`src/rtl/wb_port_arbiter.sv`:
```
// wb_port_arbiter
// This block shares the single register-file write port between two sources:
// the in-order pipeline write-back stage and a long-latency (LL) unit. Results
// from the LL unit are queued in a small FIFO.
//
// Arbitration:
//   * A WB request normally wins the port, and the FIFO head drains only in
//     idle WB cycles.
//   * If the head is denied for STARVE_LIMIT consecutive cycles, the FSM
//     enters HOLD for one cycle. In that cycle the head is forced out and the
//     WB write is stalled, so MEM/WB freezes and re-presents the write.
//
// Valid/ready on the LL side:
//   * A transfer completes on a rising edge where LL_Valid and LL_Ready are
//     both 1.
//   * LL_Ready depends only on the registered occupancy, so a pop in the same
//     cycle never makes room for that cycle's transfer.
//   * Transfers to r0 complete but are dropped.
module wb_port_arbiter #(
  parameter int DEPTH        = 4,
  parameter int STARVE_LIMIT = 8
) (
  input  logic        Clk,
  input  logic        Rst,
  // pipeline write-back request
  input  logic        WB_RegWrite,
  input  logic [4:0]  WB_WriteReg,
  input  logic [31:0] WB_WriteData,
  // long-latency unit result handshake
  input  logic        LL_Valid,
  input  logic [4:0]  LL_WriteReg,
  input  logic [31:0] LL_WriteData,
  output logic        LL_Ready,
  // register-file write port
  output logic        RF_WriteEn,
  output logic [4:0]  RF_WriteReg,
  output logic [31:0] RF_WriteData,
  // pipeline freeze request for the current WB write
  output logic        WB_Stall,
  // decode-stage scoreboard query
  input  logic [4:0]  ID_Rs,
  input  logic [4:0]  ID_Rt,
  output logic        Hazard,
  // debug view of the arbiter FSM (1 = HOLD)
  output logic        Dbg_Hold
);

  localparam int AW = (DEPTH > 1) ? $clog2(DEPTH) : 1;
  localparam int CW = AW + 1;
  localparam int SW = $clog2(STARVE_LIMIT + 1);

  typedef enum logic {
    ST_NORMAL = 1'b0,
    ST_HOLD   = 1'b1
  } state_t;

  state_t state_q;

  // FIFO storage and bookkeeping
  logic [4:0]    wreg_q  [DEPTH];
  logic [31:0]   wdata_q [DEPTH];
  logic [AW-1:0] rd_ptr_q, rd_ptr_d;
  logic [AW-1:0] wr_ptr_q, wr_ptr_d;
  logic [CW-1:0] count_q, count_d;
  logic [SW-1:0] starve_q, starve_d;

  logic fifo_empty;
  logic fifo_full;
  logic wb_req;
  logic push;
  logic pop;
  logic grant_wb;
  logic grant_head;
  logic starve_trip;
  logic hazard_fifo;
  logic hazard_push;
  logic [AW-1:0] hz_idx;

  function automatic logic reg_hit(input logic [4:0] r,
                                   input logic [4:0] rs,
                                   input logic [4:0] rt);
    return (r != 5'd0) && ((r == rs) || (r == rt));
  endfunction

  assign fifo_empty = (count_q == '0);
  assign fifo_full  = (count_q == CW'(DEPTH));
  assign wb_req     = WB_RegWrite && (WB_WriteReg != 5'd0);
  assign LL_Ready   = !fifo_full;
  assign push       = LL_Valid && LL_Ready && (LL_WriteReg != 5'd0);
  assign pop        = grant_head;
  assign Dbg_Hold   = (state_q == ST_HOLD);

  // Port arbitration: HOLD forces the head out, otherwise WB has priority
  always_comb begin
    grant_wb   = 1'b0;
    grant_head = 1'b0;
    WB_Stall   = 1'b0;
    if ((state_q == ST_HOLD) && !fifo_empty) begin
      grant_head = 1'b1;
      WB_Stall   = wb_req;
    end else if (wb_req) begin
      grant_wb = 1'b1;
    end else if (!fifo_empty) begin
      grant_head = 1'b1;
    end
  end

  // Register-file write port mux; drives zeros when nobody writes
  always_comb begin
    RF_WriteEn   = 1'b0;
    RF_WriteReg  = 5'd0;
    RF_WriteData = 32'd0;
    if (grant_wb) begin
      RF_WriteEn   = 1'b1;
      RF_WriteReg  = WB_WriteReg;
      RF_WriteData = WB_WriteData;
    end else if (grant_head) begin
      RF_WriteEn   = 1'b1;
      RF_WriteReg  = wreg_q[rd_ptr_q];
      RF_WriteData = wdata_q[rd_ptr_q];
    end
  end

  // FIFO pointer and occupancy next state
  always_comb begin
    rd_ptr_d = rd_ptr_q;
    wr_ptr_d = wr_ptr_q;
    count_d  = count_q;
    if (pop) begin
      rd_ptr_d = rd_ptr_q + AW'(1);
    end
    if (push) begin
      wr_ptr_d = wr_ptr_q + AW'(1);
    end
    case ({push, pop})
      2'b10:   count_d = count_q + CW'(1);
      2'b01:   count_d = count_q - CW'(1);
      default: count_d = count_q;
    endcase
  end

  // Starve counter: counts denied cycles of a waiting head, saturating
  always_comb begin
    starve_d = starve_q;
    if (fifo_empty || pop) begin
      starve_d = '0;
    end else if (starve_q < SW'(STARVE_LIMIT)) begin
      starve_d = starve_q + SW'(1);
    end
  end

  // Trip on the edge where the counter reaches the limit
  assign starve_trip = !fifo_empty && !pop && (starve_q >= SW'(STARVE_LIMIT - 1));

  // Scoreboard lookup.
  // The head being written this cycle is excluded: its value lands in the
  // register file on the same edge that decode reads it.
  // A transfer being accepted this cycle is included.
  always_comb begin
    hazard_fifo = 1'b0;
    hz_idx      = '0;
    for (int k = 0; k < DEPTH; k++) begin
      hz_idx = rd_ptr_q + AW'(k);
      if ((CW'(k) < count_q) && !((k == 0) && pop) &&
          reg_hit(wreg_q[hz_idx], ID_Rs, ID_Rt)) begin
        hazard_fifo = 1'b1;
      end
    end
  end

  assign hazard_push = push && reg_hit(LL_WriteReg, ID_Rs, ID_Rt);
  assign Hazard      = hazard_fifo || hazard_push;

  // Arbiter FSM: HOLD lasts until exactly one forced pop (or an empty FIFO)
  always_ff @(posedge Clk) begin
    if (Rst) begin
      state_q <= ST_NORMAL;
    end else begin
      case (state_q)
        ST_NORMAL: if (starve_trip) state_q <= ST_HOLD;
        ST_HOLD:   if (fifo_empty || pop) state_q <= ST_NORMAL;
      endcase
    end
  end

  // FIFO control and starve counter registers
  always_ff @(posedge Clk) begin
    if (Rst) begin
      rd_ptr_q <= '0;
      wr_ptr_q <= '0;
      count_q  <= '0;
      starve_q <= '0;
    end else begin
      rd_ptr_q <= rd_ptr_d;
      wr_ptr_q <= wr_ptr_d;
      count_q  <= count_d;
      starve_q <= starve_d;
    end
  end

  // FIFO payload storage; validity comes from the occupancy count only
  always_ff @(posedge Clk) begin
    if (!Rst && push) begin
      wreg_q[wr_ptr_q]  <= LL_WriteReg;
      wdata_q[wr_ptr_q] <= LL_WriteData;
    end
  end

endmodule

```
`config.mk`:
```
export PLATFORM = sky130hd
export DESIGN_NAME = wb_port_arbiter
export DESIGN_NICKNAME = d
export VERILOG_FILES = /design/src/rtl/wb_port_arbiter.sv
export SDC_FILE = /design/constraint.sdc
export NUM_CORES = 1
export LEC_CHECK = 0
export ABC_AREA = 0
export ABC_CLOCK_PERIOD_IN_PS = 3870
export CAP_MARGIN = 0
export CORE_ASPECT_RATIO = 0.75
export CORE_MARGIN = 1.5
export CORE_UTILIZATION = 30
export CTS_CLUSTER_DIAMETER = 30
export DETAILED_ROUTE_END_ITERATION = 6
export PLACE_DENSITY = 0.47
export REMOVE_ABC_BUFFERS = 1
export SYNTH_ARGS = -nofsm -noshare
export SYNTH_HDL_FRONTEND = slang
export SYNTH_SLANG_ARGS = --single-unit
```
`constraint.sdc`:
```
create_clock -name Clk -period 3.87 [get_ports Clk]
set_input_delay 1.161 -clock Clk [delete_from_list [all_inputs] [get_ports Clk]]
set_output_delay 1.161 -clock Clk [all_outputs]
set_load 0.005 [all_outputs]
```
Word-level counts from Yosys, hierarchy flattened
Memory sizes are Yosys's and may differ from the RTL's. A register that Yosys moved wholly into a read port is not among the register bits.
Cells that the tools add are included.
{"block": "totals", "regBits": 12, "ramBits": 148, "inputBits": 88, "out_inout_bits": 42, "wordCells": 98, "memories": 2}
{"block": "classes", "add_sub_neg": 7, "order_cmp": 6, "eq_ne": 13, "mux": 26, "bitwise_logic": 1, "n_reduce_logical": 38}
{"name": "wdata_q", "words": 4, "word_bits": 32, "read_ports": 1, "rd_ports_with_merged_regs": 1, "wr": 1, "line": "61", "rtl": "logic [31:0] wdata_q [DEPTH];"}
{"name": "wreg_q", "words": 4, "word_bits": 5, "read_ports": 4, "rd_ports_with_merged_regs": 1, "wr": 1, "line": "60", "rtl": "logic [4:0] wreg_q [DEPTH];"}
{"operator": "32-bit 2-to-1 mux", "count": 2}
{"operator": "5-bit equality test", "count": 10}
{"operator": "5-bit nonzero test", "count": 6}
{"operator": "1-bit logical AND", "count": 18}
{"operator": "1-bit 2-to-1 mux", "count": 16}
{"operator": "5-bit 2-to-1 mux", "count": 2}
{"operator": "2-bit 2-to-1 mux", "count": 4}
{"operator": "1-bit logical OR", "count": 7}
{"operator": "1-bit by 3-bit < comparator with 1-bit output, first input constant", "count": 2}
{"operator": "2-bit by 3-bit < comparator with 1-bit output, first input constant", "count": 2}
{"operator": "3-bit one-hot mux with 2 select lines", "count": 1}
{"operator": "2-bit by 1-bit adder with 2-bit output, second input constant", "count": 2}
{"operator": "2-bit adder, second input constant", "count": 2}
{"operator": "4-bit by 1-bit adder with 4-bit output, second input constant", "count": 1}
{"operator": "4-bit by 3-bit >= comparator with 1-bit output, second input constant", "count": 1}
{"operator": "1-bit logical NOT", "count": 4}
{"operator": "4-bit < comparator, second input constant", "count": 1}
{"operator": "3-bit by 1-bit adder with 3-bit output, second input constant", "count": 1}
{"operator": "3-bit equality test, second input constant", "count": 1}
{"operator": "3-bit logical NOT", "count": 1}
{"operator": "3-bit by 1-bit subtractor with 3-bit output, second input constant", "count": 1}
{"operator": "2-bit by 1-bit equality test with 1-bit output, second input constant", "count": 1}
{"operator": "2-bit equality test, second input constant", "count": 1}
{"operator": "1-bit one-hot mux with 2 select lines", "count": 1}
{"operator": "3 further kinds", "count": 3}

Longest topological paths before layout
{"block": "depth", "word_depth": 12, "mapped_depth": 10, "ltp_nobuf": 9}

Worst setup path before layout
OpenSTA, ideal clock, no wires.
{"block": "synth_timing", "kind": "input port to output port", "start": "in WB_WriteReg[0]", "end": "out Hazard", "t_arrival_ps": 2635, "required_ps": 2709, "slack_ps": 74, "cell_stages": 7, "n_path_buf": 1, "cell_sequence": "or4_1 o221a_2 clkbuf_1 nor2_1 nor3_1 o21ai_0 o2111ai_1"}
{"block": "synth_via", "elab_chain_len": 12}
{"element": "start: declaration", "line": "27", "rtl": "input logic [4:0] WB_WriteReg,"}
{"element": "5-bit nonzero test", "line": "87", "rtl": "assign wb_req = WB_RegWrite && (WB_WriteReg != 5'd0);"}
{"element": "1-bit logical AND", "line": "87"}
{"element": "1-bit 2-to-1 mux", "line": "101", "rtl": "end else if (wb_req) begin"}
{"element": "1-bit 2-to-1 mux", "line": "98", "rtl": "if ((state_q == ST_HOLD) && !fifo_empty) begin"}
{"element": "named net grant_head", "line": "73", "rtl": "logic grant_head;"}
{"element": "1-bit logical NOT", "line": "164", "rtl": "if ((CW'(k) < count_q) && !((k == 0) && pop) &&"}
{"element": "1-bit logical AND (2 in a row)", "line": "164"}
{"element": "1-bit 2-to-1 mux (4 in a row)", "line": "164"}
{"element": "1-bit logical OR", "line": "172", "rtl": "assign Hazard = hazard_fifo || hazard_push;"}
{"element": "end: declaration", "line": "43", "rtl": "output logic Hazard,"}
The timed path passes the listed nets, and every way through them passes these cells.

Final worst setup path
{"block": "layout_timing", "start": "in WB_WriteReg[4]", "end": "out RF_WriteData[26]"}
{"block": "layout_via", "elab_chain_len": 6, "word_cells_on_any_way": 8, "cone_classes": "mux (6); reduce/logical (2)"}
{"element": "5-bit nonzero test *", "line": "87"}
{"element": "1-bit logical AND *", "line": "87"}
{"element": "1-bit 2-to-1 mux", "line": "101"}
{"element": "1-bit 2-to-1 mux", "line": "98"}
{"element": "32-bit 2-to-1 mux", "line": "117", "rtl": "end else if (grant_head) begin"}
{"element": "32-bit 2-to-1 mux *", "line": "113", "rtl": "if (grant_wb) begin"}
{"element": "end: declaration", "line": "37", "rtl": "output logic [31:0] RF_WriteData,"}
Every way passes the cells marked *; elsewhere a longest branch is shown, timed or not.

==> results.toml <==
[run_status]
status = "finished, violations left"
violations = "negative setup slack"

[timing]
slew_violations = 0
worstMarginPinSlew_ns = 0.417
rsz0062_at_grt = "yes"
setup_viol = 9
period_share = 1.01
hold_violations = 0
fin_ws_ns = -0.0227
setup-tns-final_ns = -0.101
hold_slack_ns = 0.481
min_period_ns = 3.89
fin_worst_skew_ns = 0.0118
slew_headroom = 0.722
timing.fmax_mhz = 257

[clocking]
clock_latency_ns = 0.42
cts.sinks = 162
cts_root_buf = "clkbuf_16"
numCtsBuffers = 17
htree_levels = 4
clockBufferDepth = 2
path_clk_slew_ns = 0.06
cts_tree = "done"

[synth]
synth_cell_types = 33
yosysTopAreaCellShare = 0.585
synth.avg_cell_area_um2 = 14.9
syn_inst = 510
synth_area_leaders = "edfxtp_1 (59%), mux4_2 (14%), xnor2_1 (4.4%)"
yosysMostFrequentCell = "edfxtp_1"
ys_dominant_reg_cell = "edfxtp_1"
synthArstFlopShare = 0
yosys_warnings = 0
synthTopCellsByCount = "edfxtp_1 (148), nand2_1 (80), mux4_2 (48), o21ai_0 (40), xnor2_1 (38)"
seq_area_frac_synth = 0.622
yosys_register_bits = 162
synth_area_leader_cell = "edfxtp_1"
synth-edff-count = 148
syn-cell-area_mm2 = 0.00760

[finish]
seqCellArea_mm2 = 0.00473
multi_input_area_mm2 = 0.00296
drive_gt1_frac = 0.356
areaGrowthSynthToFinish_pct = 42.3
instances_no_fill = 1045
nFillCells = 2348
num-nets-final = 793
diodes = 0

[placed_design]
place_hpwl_mm = 12.2
dp.cells = 984
port_buffers = 129
post-place-ws_ns = -0.695
place.gp.congestion = 0.854

[grt]
grt_pass1_wl_mm = 30.7
gr-total-overflow = 0
antenna_found_initial = 1
grt_max_degree = 38
grt_pass1_vias = 5197
grt_use_total = 0.159

[critical_path]
worst-setup-path-type = "in2out"
reg2reg_to = "wdata_q[2][25]$_DFFE_PP_"
crit_start = "WB_WriteReg[4]"
arrival_ns = 2.73
start_kind = "input port"
max_stage_delay_ns = 0.53
rr_worst_depth = 17
r2r_slack_ns = 0.62
crit-reg2reg-launch = "count_q[0]$_SDFFE_PP0P_"
setup.worst_path.end = "RF_WriteData[26]"
worstPathMaxFanout = 7
cp_common_cell = "buf_12"
slowest_stage = "or4_4"
critPathRequiredTime_ns = 2.71
worstSetupEndpointType = "primary output"
crit_chain = "buf_6 > or4_4 > o221a_4 > buf_12 > buf_12 > buf_16 > nand2_4 > o21ai_2 > buf_2"

[die]
dieArea_mm2 = 0.0263
fp.dieH_um = 141
top_level_ports = 130
rows = 50
core-area_mm2 = 0.0249
die_w_um = 187
initial_core_util = 0.305

[power]
p_per_area_mw_per_mm2 = 538
ir_worst_vdd_v = 0.000304
p_leak_nw = 3.81

[route]
vias = 4956
ant_nets = 0
first_pass_iters = 4
avgRoutedWirePerCell_um = 20.0
wl_mm = 20.9
drcViolationCount = 0
vias_per_cell = 4.74
dr.first_iter.drc_count = 327

[hold_path]
hold_class = "reg2reg"

[run]
max_cap_violations = 0
## metal layers
layer / vias up / track usage / wire length [um]
li1: 2310 / - / -
met4: 0 / 0.0458 / 248
met1: 2494 / 0.216 / 9680
met2: 136 / 0.256 / 9740
met3: 16 / 0.0376 / 1220
met5: - / 0 / 0
## worst max-delay path, delay by kind of cell
family,cells,cell delay [ns]
AOI/OAI and AO/OA,2,0.30
and+or+nand+nor,2,0.58
buffers and inverters,5,0.67
## cells in the final DEF (no fill, tap or decap), types with 3 or more instances in the layout
| cell | n |
|---|---|
| nand2_2 | 15 |
| ha_1 | 9 |
| nor3_1 | 10 |
| dlygate4sd2_1 | 6 |
| nand3_1 | 7 |
| buf_12 | 13 |
| clkbuf_16 | 19 |
| buf_2 | 31 |
| xor2_1 | 19 |
| buf_6 | 3 |
| mux4_2 | 48 |
| dlymetal6s2s_1 | 5 |
| nand2_1 | 53 |
| bufinv_16 | 3 |
| clkbuf_2 | 5 |
| inv_1 | 5 |
| nand2_4 | 12 |
| buf_4 | 47 |
| buf_16 | 9 |
| a21oi_1 | 5 |
| dfxtp_1 | 11 |
| mux2i_1 | 3 |
| nor2_1 | 14 |
| clkdlybuf4s50_1 | 76 |
| o21ai_1 | 22 |
| xnor2_1 | 38 |
| or4_4 | 3 |
| clkdlybuf4s15_1 | 4 |
| inv_6 | 5 |
| o21ai_2 | 15 |
| mux4_1 | 4 |
| edfxtp_1 | 148 |
## where the power goes
part,leakage (nW),switching (W),internal (W)
sequential,1.46,0.0000772,0.00202
clock,0.302,0.000714,0.00104
combinational,2.04,0.000968,0.00100
## flip-flops by register name, summed over array words and instances, names as in the netlist, named ones only
name and cells:
Dbg_Hold 1, count_q 3, wr_ptr_q 2, wdata_q 128, wreg_q 20, starve_q 4
rd_ptr_q 2
## stage by stage
stage | utilization | cell area [um^2] | total power, W
floorplan | - | 7440 | 0.00317
global placement | 0.386 | 9600 | 0.00400
detailed placement | 0.386 | 9600 | 0.00403
CTS | 0.426 | 10600 | 0.00587
global route | 0.434 | 10800 | 0.00611
finish | 0.434 | 10800 | 0.00582
## logic make-up (layout without fill, tap and decap cells)
group	after synthesis	in the layout	share of synthesized area
flops	162	162	0.622
simple gates	129	129	0.0725
xor+xnor	57	57	0.0657
mux	55	55	0.160
compound gates	56	56	0.0409
fa+ha+maj	10	10	0.0165
buf+inv	41	238	0.0224
## what timing repair did
action,in CTS,in global routing
hold buffers,0,0
pin swaps,19,25
resized for setup,242,54
endpoints found under the setup margin,40,185
gates cloned,9,2
setup buffers,18,2
## final cells by class
| class | instances | share of cell area |
|---|---|---|
| timing repair buffer | 202 | 0.190 |
| clock inverter | 14 | 0.0179 |
| clock buffer | 17 | 0.0394 |
| multi-input combinational | 307 | 0.274 |
| sequential | 162 | 0.438 |
| inverter | 5 | 0.00174 |
| tap | 338 | 0.0391 |
## worst min path at each step
| stage | to | cells after the start | start |
|---|---|---|---|
| floorplan | Dbg_Hold$_SDFF_PP0_ | 1 | Dbg_Hold$_SDFF_PP0_ |
| global placement | Dbg_Hold$_SDFF_PP0_ | 1 | Dbg_Hold$_SDFF_PP0_ |
| detailed placement | Dbg_Hold$_SDFF_PP0_ | 1 | Dbg_Hold$_SDFF_PP0_ |
| CTS | Dbg_Hold$_SDFF_PP0_ | 1 | Dbg_Hold$_SDFF_PP0_ |
| global route | Dbg_Hold$_SDFF_PP0_ | 1 | Dbg_Hold$_SDFF_PP0_ |
| finish | Dbg_Hold$_SDFF_PP0_ | 1 | Dbg_Hold$_SDFF_PP0_ |
(Power assumes the default switching activity.)
